$ cat config.mk
export PLATFORM = sky130hd
export DESIGN_NAME = regfile_wb_arbiter
export DESIGN_NICKNAME = d
export VERILOG_FILES = /design/src/rtl/regfile_wb_arbiter.sv
export SDC_FILE = /design/constraint.sdc
export NUM_CORES = 1
export LEC_CHECK = 0
export BUFFER_PORTS_ARGS = -buffer_cell sky130_fd_sc_hd__buf_4
export CAP_MARGIN = 10
export CORE_MARGIN = 1
export CORE_UTILIZATION = 49
export CTS_CLUSTER_SIZE = 10
export DETAILED_ROUTE_END_ITERATION = 10
export GPL_ROUTABILITY_DRIVEN = 0
export PLACE_DENSITY = 0.84
export SETUP_SLACK_MARGIN = 0.1
export SLEW_MARGIN = 20
export SYNTH_ARGS = -nofsm -noshare
export SYNTH_HDL_FRONTEND = slang
export SYNTH_SLANG_ARGS = --single-unit
$ cat constraint.sdc
create_clock -name Clk -period 2.65 [get_ports Clk]
set_input_delay 0.53 -clock Clk [delete_from_list [all_inputs] [get_ports Clk]]
set_output_delay 0.53 -clock Clk [all_outputs]
set_load 0.01 [all_outputs]
$ cat src/rtl/regfile_wb_arbiter.sv
`default_nettype none
// ============================================================================
// Module   : regfile_wb_arbiter
// Brief    : Register-file write-port controller: post-reset scrub of x1..x31,
//            then round-robin arbitration between ALU and load writebacks.
// Revision : 1.0
// ============================================================================
module regfile_wb_arbiter #(
    parameter int INIT_EN = 1
) (
    input  logic        Clk,
    input  logic        Clr,
    input  logic        A_Valid,
    input  logic [4:0]  A_Wr,
    input  logic [31:0] A_D,
    output logic        A_Ready,
    input  logic        B_Valid,
    input  logic [4:0]  B_Wr,
    input  logic [31:0] B_D,
    output logic        B_Ready,
    output logic        We,
    output logic [4:0]  Wr,
    output logic [31:0] D,
    output logic        Init_Done
);

    typedef enum logic [0:0] {
        ST_INIT = 1'b0,
        ST_RUN  = 1'b1
    } state_t;

    localparam state_t     c_RST_STATE = (INIT_EN != 0) ? ST_INIT : ST_RUN;
    localparam logic [4:0] c_LAST_ADDR = 5'd31;

    state_t      r_state;
    state_t      w_state_nxt;
    logic [4:0]  r_cnt;
    logic        r_pri;
    logic        r_we;
    logic [4:0]  r_wr;
    logic [31:0] r_d;
    logic        w_grant_a;
    logic        w_grant_b;

    always_ff @(posedge Clk or posedge Clr) begin
        if (Clr) begin
            r_state <= c_RST_STATE;
        end else begin
            r_state <= w_state_nxt;
        end
    end

    // r_pri names the requester favoured when both are valid (0 = A, 1 = B).
    always_comb begin
        w_state_nxt = r_state;
        w_grant_a   = 1'b0;
        w_grant_b   = 1'b0;
        case (r_state)
            ST_INIT: begin
                if (r_cnt == c_LAST_ADDR) begin
                    w_state_nxt = ST_RUN;
                end
            end
            ST_RUN: begin
                w_grant_a = A_Valid && (!B_Valid || !r_pri);
                w_grant_b = B_Valid && (!A_Valid ||  r_pri);
            end
            default: begin
                w_state_nxt = c_RST_STATE;
            end
        endcase
    end

    always_ff @(posedge Clk or posedge Clr) begin
        if (Clr) begin
            r_cnt <= 5'd1;
            r_pri <= 1'b0;
            r_we  <= 1'b0;
            r_wr  <= 5'd0;
            r_d   <= 32'd0;
        end else if (r_state == ST_INIT) begin
            r_we <= 1'b1;
            r_wr <= r_cnt;
            r_d  <= 32'd0;
            // Counter parks at 31 once the sweep reaches the last register.
            if (r_cnt != c_LAST_ADDR) begin
                r_cnt <= r_cnt + 5'd1;
            end
        end else if (w_grant_a) begin
            r_we  <= (A_Wr != 5'd0);
            r_wr  <= A_Wr;
            r_d   <= A_D;
            r_pri <= 1'b1;
        end else if (w_grant_b) begin
            r_we  <= (B_Wr != 5'd0);
            r_wr  <= B_Wr;
            r_d   <= B_D;
            r_pri <= 1'b0;
        end else begin
            r_we <= 1'b0;
        end
    end

    assign A_Ready   = w_grant_a;
    assign B_Ready   = w_grant_b;
    assign We        = r_we;
    assign Wr        = r_wr;
    assign D         = r_d;
    assign Init_Done = (r_state == ST_RUN);

endmodule
`default_nettype wire

==> results_dict.tcl <==
set metrics [dict create \
    status "finished, violations left" \
    violations "design-rule violations" \
    postRouteAntennaNets 0 \
    drc 11 \
    finalWorstPathRequiredPeriod_ns 2.12 \
    final.period_utilization 0.802 \
    setup_viol 0 \
    ys_seq_elements 45 \
    slew_headroom 0.460 \
    path_max_fanout 15 \
    tightest_slew_ns 0.810 \
    syn_area_per_cell_sq_um 9.25 \
    ios 119 \
    wl_mm 6.96 \
    fmax_mhz 471 \
    grt_max_degree 41 \
    drive_gt1_frac 0.413 \
    cp-end-kind "primary output" \
    syn_nets 333 \
    cts.sinks 45 \
    finalSetupTns_ns 0 \
    cts.path.max_buffers 2 \
    min_path_type "primary input to asynchronous set/reset pin" \
    hpwl_mm 4.72 \
    grt.total_usage 0.282 \
    first_iter_violations 229 \
    synthCells 253 \
    die_area_sq_mm 0.00506 \
    post_cts_resized 0 \
    p_int_uw 1380 \
    power_density_mw_per_mm2 564 \
    clock_latency_ns 0.30 \
    pre_cts_slack_ns 0.707 \
    irDropWorstVdd_v 0.000351 \
    layout.cells.most_common_list "buf_4, nand3_1, dfrtp_1" \
    io_buffers 118 \
    grt_overflow 0 \
    pwr-share-comb 0.250 \
    placed_cells 405 \
    die_w_um 71.1 \
    p_sw_uw 513 \
    fp.coreArea_sq_mm 0.00447 \
    first_pass_iters 7 \
    fin_skew_ns 0.00963 \
    cts_root_buf "clkbuf_8" \
    vias 2447 \
    stdcell_count 413 \
    grt_pass1_wl_mm 11.3 \
    area_delta_synth_final_pct 43.8 \
    clk_pin_slew_ns 0.09 \
    ys_types 31 \
    drt-wirelength-per-cell_um 16.9 \
    slew_viol_final 0 \
    final_common_cell "buf_4" \
    vias_per_cell 5.92 \
    critical_path_class "flop to primary output" \
    cp.arrival_ns 1.59 \
    p_leak_uw 0.00160 \
    yosysSeqAreaShare 0.482 \
    maxCapViolations 0 \
    fin_nets 440 \
    startpoint_type "flop" \
    antenna_found_initial 0 \
    diodes 0 \
    hold_violations 0 \
    initial_core_util 0.523 \
    swShare 0.270 \
    yosys_warnings 0 \
    rsz0062_at_grt "false" \
    fin_ws_ns 0.525 \
    postCtsSetupRepairBufs 0 \
    syn_area_sq_mm 0.00234 \
    row_count 24 \
    worstPathRequired_ns 2.12 \
    seqPwrFrac 0.424 \
    first_global_vias 2384 \
    clockPowerShare 0.326 \
    cts_buffers 5 \
    fp.dieH_um 71.1 \
    cts_tree "built" \
    ctsHoldBuffers 0 \
    h-tree-depth 2 \
]
-- critical path, stage by stage, from the launching register on --
cell     delay [ns]
dfrtp_1        0.54
and2_1         0.19
and2_2         0.37
buf_4          0.19
-- state kept, by name, summed over array words and instances, names as in the netlist --
name,flops
r_cnt,5
We,1
r_pri,1
Wr,5
Init_Done,1
D,32
-- worst paths after layout --
kind / startpoint / endpoint / slack (ns) / cells after the start
max in group asynchronous: Clr / r_cnt[0] / 1.70 / 3
min in group Clk: B_Valid / r_pri / 0.47 / 2
setup reg to reg: Init_Done / D[11] / 0.86 / 4
hold / removal: Clr / D[7] / 0.19 / 2
setup / recovery: Init_Done / A_Ready / 0.53 / 3
hold reg to reg: D[4] / D[4] / 0.49 / 2
-- area by class of cell --
class                      instances  area (sq um)
inverter                           4          15.0
clock inverter                     3          65.1
multi-input combinational        179          1070
tap                               52          65.1
fill                             340          1110
sequential                        45          1130
clock buffer                       5          68.8
timing repair buffer             125           951
-- cell usage after synthesis --
library cell,instances,area [sq um]
a21oi_1,1,5.00
a221o_1,1,10.0
a2bb2oi_1,5,43.8
a31oi_1,1,6.26
and2_1,2,12.5
and3_1,1,6.26
buf_1,4,15.0
buf_2,10,50.1
buf_4,3,22.5
buf_6,2,22.5
clkbuf_1,6,22.5
dfrtp_1,44,1100
dfstp_2,1,26.3
ha_1,2,25.0
inv_1,3,11.3
inv_2,1,3.75
mux2_1,2,22.5
nand2_1,41,154
nand2b_1,1,6.26
nand3_1,74,370
nand4_1,1,6.26
nor2_1,2,7.51
nor2_2,1,6.26
nor3_1,1,5.00
nor3b_2,1,12.5
nor4_1,1,6.26
o211ai_1,27,203
o211ai_2,10,125
or2_1,1,6.26
xnor2_1,2,17.5
xor2_1,1,8.76
-- per-layer routing --
metal	share of wire	up-vias	GRT usage
met3	0.075	4	0.0541
met5	0	-	0
met2	0.51	126	0.480
li1	-	1126	-
met1	0.42	1191	0.382
met4	0.0040	0	0.0511
-- kinds of logic after synthesis --
kind of cell             share of synthesized area
AO/OA/AOI/OAI                                0.168
buffers and inverters                       0.0631
AND/OR/NAND/NOR                              0.256
XOR/XNOR                                    0.0112
adder cells (fa/ha/maj)                     0.0107
flip-flops                                   0.482
multiplexers                               0.00962
-- power groups by stage --
stage	clock network [uW]	logic (uW)	registers [uW]
floorplan	0	191	847
global placement	0	467	816
detailed placement	0	475	818
CTS	622	477	805
global route	657	513	812
finish	618	474	805
-- through the flow --
stage / utilization / area [sq um] / power, uW / hold slack, ns
2_1_floorplan: - / 2340 / 1040 / 0.460
3_3_place_gp: 0.722 / 3230 / 1280 / 0.470
3_5_place_dp: 0.722 / 3230 / 1290 / 0.474
4_1_cts: 0.752 / 3370 / 1900 / 0.201
5_1_grt: 0.752 / 3370 / 1980 / 0.202
6_report: 0.752 / 3370 / 1900 / 0.192
(Power assumes the default switching activity.)
